[src/rtl/mem_port_arbiter_if.sv]
// mem_port_arbiter_if: pipeline fetch/data ports and single-port RAM bus shared through the arbiter
//   i_req/i_addr -> i_rdata/i_ack                  IF-stage fetch handshake
//   d_req/d_we/d_addr/d_wdata -> d_rdata/d_ack     MEM-stage load/store handshake
//   ram_en/ram_we/ram_addr/ram_wdata -> ram_rdata  unified RAM access
//   slave modport: arbiter side; master modport: pipeline/RAM side
interface mem_port_arbiter_if #(
    parameter int ADDR_W = 32,
    parameter int DATA_W = 32
);
    logic              i_req;
    logic [ADDR_W-1:0] i_addr;
    logic [DATA_W-1:0] i_rdata;
    logic              i_ack;
    logic              d_req;
    logic              d_we;
    logic [ADDR_W-1:0] d_addr;
    logic [DATA_W-1:0] d_wdata;
    logic [DATA_W-1:0] d_rdata;
    logic              d_ack;
    logic              ram_en;
    logic              ram_we;
    logic [ADDR_W-1:0] ram_addr;
    logic [DATA_W-1:0] ram_wdata;
    logic [DATA_W-1:0] ram_rdata;

    modport slave (
        input  i_req, i_addr, d_req, d_we, d_addr, d_wdata, ram_rdata,
        output i_rdata, i_ack, d_rdata, d_ack, ram_en, ram_we, ram_addr, ram_wdata
    );

    modport master (
        output i_req, i_addr, d_req, d_we, d_addr, d_wdata, ram_rdata,
        input  i_rdata, i_ack, d_rdata, d_ack, ram_en, ram_we, ram_addr, ram_wdata
    );
endinterface

[src/rtl/mem_port_arbiter.sv]
// mem_port_arbiter: shares one single-port RAM between fetch and data ports, data-first with starvation guard
//   clk    rising-edge clock
//   rst_n  asynchronous active-low reset
//   bus    mem_port_arbiter_if.slave: fetch/data handshakes in, RAM access out; all outputs registered
module mem_port_arbiter #(
    parameter int ADDR_W   = 32,
    parameter int DATA_W   = 32,
    parameter int RAM_LAT  = 1,
    parameter int MAX_WAIT = 4
) (
    input  logic              clk,
    input  logic              rst_n,
    mem_port_arbiter_if.slave bus
);
    localparam int LW = $clog2(RAM_LAT + 1);
    localparam int SW = $clog2(MAX_WAIT + 1);

    typedef enum logic [1:0] {IDLE, ISSUE, WAIT, ACK} state_t;

    state_t            state, state_nxt;
    logic              own_i, own_i_nxt;
    logic              we_l, we_l_nxt;
    logic [LW-1:0]     lat_cnt, lat_cnt_nxt;
    logic [SW-1:0]     starve_cnt, starve_cnt_nxt;
    logic              ram_en_nxt, ram_we_nxt, i_ack_nxt, d_ack_nxt;
    logic [ADDR_W-1:0] ram_addr_nxt;
    logic [DATA_W-1:0] ram_wdata_nxt, i_rdata_nxt, d_rdata_nxt;
    logic              pick_i;

    // fetch wins only when alone or when the data port has had its MAX_WAIT turns
    assign pick_i = bus.i_req && (!bus.d_req || starve_cnt == SW'(MAX_WAIT));

    always_comb begin
        state_nxt      = state;
        own_i_nxt      = own_i;
        we_l_nxt       = we_l;
        lat_cnt_nxt    = lat_cnt;
        starve_cnt_nxt = starve_cnt;
        ram_en_nxt     = 1'b0;
        ram_we_nxt     = 1'b0;
        ram_addr_nxt   = bus.ram_addr;
        ram_wdata_nxt  = bus.ram_wdata;
        i_ack_nxt      = 1'b0;
        d_ack_nxt      = 1'b0;
        i_rdata_nxt    = '0;
        d_rdata_nxt    = '0;
        case (state)
            IDLE: begin
                // a data grant with fetch waiting cannot occur at MAX_WAIT, so no saturation test is needed
                starve_cnt_nxt = (!bus.i_req || pick_i) ? '0 : starve_cnt + 1'b1;
                if (bus.i_req || bus.d_req) begin
                    state_nxt     = ISSUE;
                    own_i_nxt     = pick_i;
                    we_l_nxt      = !pick_i && bus.d_we;
                    ram_en_nxt    = 1'b1;
                    ram_we_nxt    = !pick_i && bus.d_we;
                    ram_addr_nxt  = pick_i ? bus.i_addr : bus.d_addr;
                    ram_wdata_nxt = bus.d_wdata;
                end
            end
            ISSUE: begin
                state_nxt   = WAIT;
                lat_cnt_nxt = LW'(RAM_LAT - 1);
            end
            WAIT: begin
                if (lat_cnt == '0) begin
                    state_nxt   = ACK;
                    i_ack_nxt   = own_i;
                    d_ack_nxt   = !own_i;
                    i_rdata_nxt = own_i ? bus.ram_rdata : '0;
                    d_rdata_nxt = (!own_i && !we_l) ? bus.ram_rdata : '0;
                end else begin
                    lat_cnt_nxt = lat_cnt - 1'b1;
                end
            end
            ACK: state_nxt = IDLE;
        endcase
    end

    always_ff @(posedge clk or negedge rst_n) begin
        if (!rst_n) begin
            state         <= IDLE;
            own_i         <= 1'b0;
            we_l          <= 1'b0;
            lat_cnt       <= '0;
            starve_cnt    <= '0;
            bus.ram_en    <= 1'b0;
            bus.ram_we    <= 1'b0;
            bus.ram_addr  <= '0;
            bus.ram_wdata <= '0;
            bus.i_ack     <= 1'b0;
            bus.d_ack     <= 1'b0;
            bus.i_rdata   <= '0;
            bus.d_rdata   <= '0;
        end else begin
            state         <= state_nxt;
            own_i         <= own_i_nxt;
            we_l          <= we_l_nxt;
            lat_cnt       <= lat_cnt_nxt;
            starve_cnt    <= starve_cnt_nxt;
            bus.ram_en    <= ram_en_nxt;
            bus.ram_we    <= ram_we_nxt;
            bus.ram_addr  <= ram_addr_nxt;
            bus.ram_wdata <= ram_wdata_nxt;
            bus.i_ack     <= i_ack_nxt;
            bus.d_ack     <= d_ack_nxt;
            bus.i_rdata   <= i_rdata_nxt;
            bus.d_rdata   <= d_rdata_nxt;
        end
    end
endmodule

[src/flat_wrapper.sv]
// flat-port wrapper written by rule: the top's interface ports become plain ports
module mem_port_arbiter_flat 
#(
    parameter int ADDR_W   = 32,
    parameter int DATA_W   = 32,
    parameter int RAM_LAT  = 1,
    parameter int MAX_WAIT = 4
)
  (clk, rst_n, bus_i_req, bus_i_addr, bus_d_req, bus_d_we, bus_d_addr, bus_d_wdata, bus_ram_rdata, bus_i_rdata, bus_i_ack, bus_d_rdata, bus_d_ack, bus_ram_en, bus_ram_we, bus_ram_addr, bus_ram_wdata);
  mem_port_arbiter_if #(.ADDR_W(ADDR_W), .DATA_W(DATA_W)) bus_i ();
  input  logic clk;
  input  logic rst_n;
  input wire logic [$bits(bus_i.i_req)-1:0] bus_i_req;
  input wire logic [$bits(bus_i.i_addr)-1:0] bus_i_addr;
  input wire logic [$bits(bus_i.d_req)-1:0] bus_d_req;
  input wire logic [$bits(bus_i.d_we)-1:0] bus_d_we;
  input wire logic [$bits(bus_i.d_addr)-1:0] bus_d_addr;
  input wire logic [$bits(bus_i.d_wdata)-1:0] bus_d_wdata;
  input wire logic [$bits(bus_i.ram_rdata)-1:0] bus_ram_rdata;
  output wire logic [$bits(bus_i.i_rdata)-1:0] bus_i_rdata;
  output wire logic [$bits(bus_i.i_ack)-1:0] bus_i_ack;
  output wire logic [$bits(bus_i.d_rdata)-1:0] bus_d_rdata;
  output wire logic [$bits(bus_i.d_ack)-1:0] bus_d_ack;
  output wire logic [$bits(bus_i.ram_en)-1:0] bus_ram_en;
  output wire logic [$bits(bus_i.ram_we)-1:0] bus_ram_we;
  output wire logic [$bits(bus_i.ram_addr)-1:0] bus_ram_addr;
  output wire logic [$bits(bus_i.ram_wdata)-1:0] bus_ram_wdata;
  assign bus_i.i_req = bus_i_req;
  assign bus_i.i_addr = bus_i_addr;
  assign bus_i.d_req = bus_d_req;
  assign bus_i.d_we = bus_d_we;
  assign bus_i.d_addr = bus_d_addr;
  assign bus_i.d_wdata = bus_d_wdata;
  assign bus_i.ram_rdata = bus_ram_rdata;
  assign bus_i_rdata = bus_i.i_rdata;
  assign bus_i_ack = bus_i.i_ack;
  assign bus_d_rdata = bus_i.d_rdata;
  assign bus_d_ack = bus_i.d_ack;
  assign bus_ram_en = bus_i.ram_en;
  assign bus_ram_we = bus_i.ram_we;
  assign bus_ram_addr = bus_i.ram_addr;
  assign bus_ram_wdata = bus_i.ram_wdata;
  mem_port_arbiter #(.ADDR_W(ADDR_W), .DATA_W(DATA_W), .RAM_LAT(RAM_LAT), .MAX_WAIT(MAX_WAIT)) u_core (.clk(clk), .rst_n(rst_n), .bus(bus_i));
endmodule
[config.mk]
export PLATFORM = sky130hd
export DESIGN_NAME = mem_port_arbiter_flat
export DESIGN_NICKNAME = d
export VERILOG_FILES = /design/src/rtl/mem_port_arbiter_if.sv /design/src/rtl/mem_port_arbiter.sv /design/src/flat_wrapper.sv
export SDC_FILE = /design/constraint.sdc
export NUM_CORES = 1
export LEC_CHECK = 0
export BUFFER_PORTS_ARGS = -buffer_cell sky130_fd_sc_hd__buf_2
export CAP_MARGIN = 20
export CORE_ASPECT_RATIO = 1.1
export CORE_MARGIN = 3
export CORE_UTILIZATION = 30
export DETAILED_ROUTE_END_ITERATION = 12
export PLACE_DENSITY = 0.54
export SLEW_MARGIN = 15
export SYNTH_ARGS = -nofsm -noshare
export SYNTH_HDL_FRONTEND = slang
export SYNTH_SLANG_ARGS = --single-unit
[constraint.sdc]
create_clock -name clk -period 4.1 [get_ports clk]
set_input_delay 0.615 -clock clk [delete_from_list [all_inputs] [get_ports clk]]
set_output_delay 0.615 -clock clk [all_outputs]
set_load 0.01 [all_outputs]
Yosys cells after proc, flatten, opt, wreduce, memory -nomap -nowiden

Index checks and enable logic that the tools add are counted.

Register bits: 140
Bits of input ports: 133
Output and inout port bits: 132
Logic and storage cells: 57

Add/sub/neg operators: 2
Equal/unequal tests: 6
Multiplexer cells: 21
Reductions and logical operators: 15

Operators by type and width:

| cell                                          | count |
|---|---|
| two-way mux 32 bit                            | 7 |
| two-way mux 1 bit                             | 9 |
| case mux 2 bit (4 select lines)               | 1 |
| logical NOT 1 bit                             | 5 |
| == test 2 bit, second input constant          | 2 |
| two-way mux 2 bit                             | 2 |
| AND reduction 2 bit                           | 2 |
| adder 3 x 1 -> 3 bit, second input constant   | 1 |
| == test 3 bit, second input constant          | 1 |
| logical AND 1 bit                             | 3 |
| logical OR 1 bit                              | 3 |
| two-way mux 3 bit                             | 1 |
| == test 2 x 1 -> 1 bit, second input constant | 1 |
| logical NOT 2 bit                             | 1 |
| != test 2 x 1 -> 1 bit, second input constant | 1 |
| != test 2 bit, second input constant          | 1 |
| case mux 1 bit (2 select lines)               | 1 |
| nonzero test 2 bit                            | 1 |
| subtractor 1 bit, second input constant       | 1 |

Logic depth before layout (Yosys ltp)

Depth after elaboration: 7
Gate-level depth with buffers: 9

Least setup slack after synthesis

Ideal clock, no wire load.

Path kind: input to register
From: in bus_i_req
To: reg u_core.bus.ram_addr[24]
Arrival: 1.337 ns
Data required time: 3.969 ns
Slack: 2.632 ns
Stages on the path: 7
Path buffers: 3
Cells stage by stage: buf_6 > o21ai_2 > inv_2 > buf_6 > buf_6 > nand2_1 > o211ai_1

Word-level cells in the longest chain between the ends: 2
Elaborated cells between the ends (all ways): 4

RTL lines:

| element                                                          | RTL line                                       | RTL |
|---|---|---|
| start, declared                                                  | flat_wrapper.sv:13                             | `input wire logic [$bits(bus_i.i_req)-1:0] bus_i_req;` |
| logical AND 1 bit / logical OR 1 bit (equally long branches)     | mem_port_arbiter.sv:31, mem_port_arbiter.sv:51 |  |
| two-way mux 32 bit / AND reduction 2 bit (equally long branches) | n/a                                            |  |
| end signal, assigned                                             | mem_port_arbiter.sv:103                        | `bus.ram_addr <= ram_addr_nxt;` |
| end, declared                                                    | mem_port_arbiter_if.sv:28                      | `output i_rdata, i_ack, d_rdata, d_ack, ram_en, ram_we, ram_addr, ram_wdata` |

Parallel ways exist; a longest one is shown, timed or not.
A chain may end at the register's enable or synchronous reset.

Final worst setup path

From: in bus_i_req
To: reg u_core.bus.ram_addr[3]

The elaborated chain is that of the path after synthesis.

==> impl_metrics.ini <==
[power]
internal_power_uw = 3345
power.combinational.fraction_pct = 33.6
p_sw_uw = 1982
power_density_nw_per_um2 = 719.1
seq_power_share_pct = 39.2
total_leakage_power_uw = 0.004128
ir_drop_worst_case_vdd_mv = 0.2806
pwr-share-clk_pct = 27.1
switching_share_pct = 37.20

[final_layout]
antenna-diode-count = 0
syn_to_final_growth_pct = 38.08
stdcell_count = 997
layout.nets = 887
design_area_um2 = 7408
multiInputGateArea_um2 = 1668
seqCellArea_um2 = 3478
num-fill-cells = 1702
share_of_cells_above_drive_strength_1_pct = 40.63

[clocking]
cts-resized-gates = 0
clock_sinks = 139
clk_pin_slew_worst_paths_ps = 70
ctsLongestPathBuffers = 2
clk_latency_ps = 410
clk_root_buffer_cell = sky130_fd_sc_hd__clkbuf_16
cts_made_buffers = 17
holdBufCountCts = 0
htreeDepth = 4
cts_tree = built
cts.repair_timing.setup_buffer_count = 0

[detailed_routing]
detail_route.wl_per_cell_um = 16.31
dr_wl_met3_um = 1569
routedLengthMet1_um = 6818
routed-wl-met2_um = 7742
final_ant_viol_nets = 0
drtIter0Drc = 207
remaining_drc_errors = 0
firstDrtPassIters = 5
route.final.wire_length_um = 16260
route.vias.total = 4595
detail_route.vias_per_cell = 4.609
topRoutingLayerUsed = met5

[sta]
min_period_over_period_pct = 52.14
layout_min_cycle_time_ps = 2138
finClkSkew_ps = 9.350
hold_violations = 0
fmax_mhz = 467.8
rsz0062_at_grt = no
setup_slack_ps = 1962
setup_tns_ps = 0
max_slew.worst_pin.slew_ps = 964.8
timing.final.max_slew_violations = 0
setup-violations-final = 0
max_slew_headroom_pct = 35.68

[yosys]
async_reset_ff_share_pct = 100.0
post_synth_net_total = 637
number_of_distinct_library_cells_after_synthesis = 32
most_used_standard_cell_by_instance_count_after_synthesis = sky130_fd_sc_hd__nand2_1
synth.area.top_cells = sky130_fd_sc_hd__dfrtp_1 (65%), sky130_fd_sc_hd__nand2_1 (11%), sky130_fd_sc_hd__o211ai_1 (4.5%)
postSynth.topFlopCell = sky130_fd_sc_hd__dfrtp_1
yosys_register_bits = 139
synth.cells.most_frequent = sky130_fd_sc_hd__nand2_1 (163), sky130_fd_sc_hd__dfrtp_1 (139), sky130_fd_sc_hd__and2_1 (33), sky130_fd_sc_hd__nand4_1 (33)
syn_inst = 500
synth_enable_flop_cells = 0
ys_seq_area_share_pct = 64.83
synth_warnings = 0
syn_area_um2 = 5365
yosysTopAreaCellShare_pct = 64.83
yosys.area.top_type = sky130_fd_sc_hd__dfrtp_1
synth.avg_cell_area_um2 = 10.73

[global_route]
grtUsageTotal_pct = 16.65
number_of_antenna_violations_at_the_first_check_in_global_routing = 2
number_of_global_route_vias_before_repair = 4730
globalRoute.totalOverflow = 0
grt_start_max_net_pins = 91
grt_pass1_wl_um = 25680

[floorplanning]
floorplan_die_height_um = 146.3
placementRows = 50
start_util_pct = 31.07
dieArea_um2 = 19530
design.core.area_um2 = 17270
die-width_um = 133.5
floorplan.io_pins = 265

[place]
dp_cells = 965
gp_routability_congestion = 0.7761
post_dp_cell_area_um2 = 6847
io_buffers = 264
detailed_place_hpwl_um = 11450
detailedPlace.worstSlack_ps = 1534

[flow_run]
maxCapViolations = 0

[critical_path]
worstPathMaxFanout = 37
cp.required_ps = 4350
timing_worst_setup_path_type = input port to flop
timing.critical_path.from_type = input port
worstSetupEndpointType = flop
timing.critical_path.arrival_ps = 2390

[outcome]
outcome = finished clean

[worst_hold_path]
hold_class = input port to async pin
-- power groups by stage --
stage / clock (uW) / combinational, uW / sequential, uW
after global placement: 0 / 1770 / 2120
after detailed placement: 0 / 1830 / 2110
after floorplan: 0 / 863 / 2280
after global routing: 1560 / 2010 / 2150
after CTS: 1500 / 1830 / 2100
final: 1450 / 1790 / 2090
-- path summary, 6_finish.rpt --
path                                          start                       end  slack (ps)  cells past startpoint
max                                       bus_i_req    u_core.bus.ram_addr[3]        1960                      4
min                                           rst_n    u_core.bus.i_rdata[17]         270                      1
max reg2reg                            u_core.own_i    u_core.bus.d_rdata[28]        2010                      3
min reg2reg                u_core.bus.ram_wdata[10]  u_core.bus.ram_wdata[10]         470                      2
max in group asynchronous                     rst_n     u_core.bus.d_rdata[7]        2910                      2
min in group clk                    bus_d_wdata[29]  u_core.bus.ram_wdata[29]         390                      3
-- registers in the layout, summed over array words and instances, names as in the netlist --
| signal | count |
|---|---|
| u_core.state | 2 |
| u_core.bus.ram_we | 1 |
| u_core.bus.d_ack | 1 |
| u_core.bus.d_rdata | 32 |
| u_core.bus.ram_en | 1 |
| u_core.we_l | 1 |
| u_core.starve_cnt | 3 |
| u_core.bus.i_rdata | 32 |
| u_core.own_i | 1 |
| u_core.bus.i_ack | 1 |
| u_core.bus.ram_addr | 32 |
| u_core.bus.ram_wdata | 32 |
-- per-layer routing --
metal	vias up	GRT usage, %
li1	2161	-
met1	2198	21.50
met2	219	26.60
met3	13	6.168
met4	4	4.321
met5	-	0
-- critical path, cell delays in order --
cell and delay (ps):
sky130_fd_sc_hd__buf_2 580, sky130_fd_sc_hd__inv_1 210, sky130_fd_sc_hd__nor2_4 740, sky130_fd_sc_hd__o211ai_1 200
-- through the flow --
step | total power (uW) | hold slack, ps | utilization [%]
floorplan | 3143 | 319.4 | -
global placement | 3885 | 453.8 | 39.54
detailed placement | 3948 | 456.8 | 39.65
CTS | 5426 | 297.3 | 42.91
global route | 5719 | 338.7 | 42.91
finish | 5327 | 270.0 | 42.91
-- cells by family (layout without fill, tap and decap cells) --
logic type | count (synthesis) | count (layout) | synth area share [%]
muxes | 2 | 2 | 0.3964
buffers and inverters | 45 | 308 | 4.361
AOI/OAI and AO/OA | 41 | 41 | 5.807
adders and majority gates | 4 | 4 | 0.9329
DFF | 139 | 139 | 64.83
and+or+nand+nor | 269 | 269 | 23.67
-- placed cells by master (no fill, tap or decap), types with 2 or more instances in the layout --
master,count
sky130_fd_sc_hd__inv_1,5
sky130_fd_sc_hd__and2_1,33
sky130_fd_sc_hd__dfrtp_1,139
sky130_fd_sc_hd__inv_8,2
sky130_fd_sc_hd__ha_1,3
sky130_fd_sc_hd__clkinvlp_4,4
sky130_fd_sc_hd__buf_2,263
sky130_fd_sc_hd__buf_4,5
sky130_fd_sc_hd__nor2_1,3
sky130_fd_sc_hd__inv_6,6
sky130_fd_sc_hd__clkbuf_16,17
sky130_fd_sc_hd__and3_1,32
sky130_fd_sc_hd__nand2_1,163
sky130_fd_sc_hd__clkinv_4,2
sky130_fd_sc_hd__o211ai_1,32
sky130_fd_sc_hd__nand4_1,33
-- layout make-up --
class / count / share of cell area (%)
clock inverters: 14 / 1.655
clock buffers: 18 / 5.928
well taps: 234 / 3.952
flip-flops and latches: 139 / 46.95
repair buffers: 270 / 18.70
inverters: 6 / 0.3040
multi-input cells: 316 / 22.51
(Power assumes the default switching activity.)
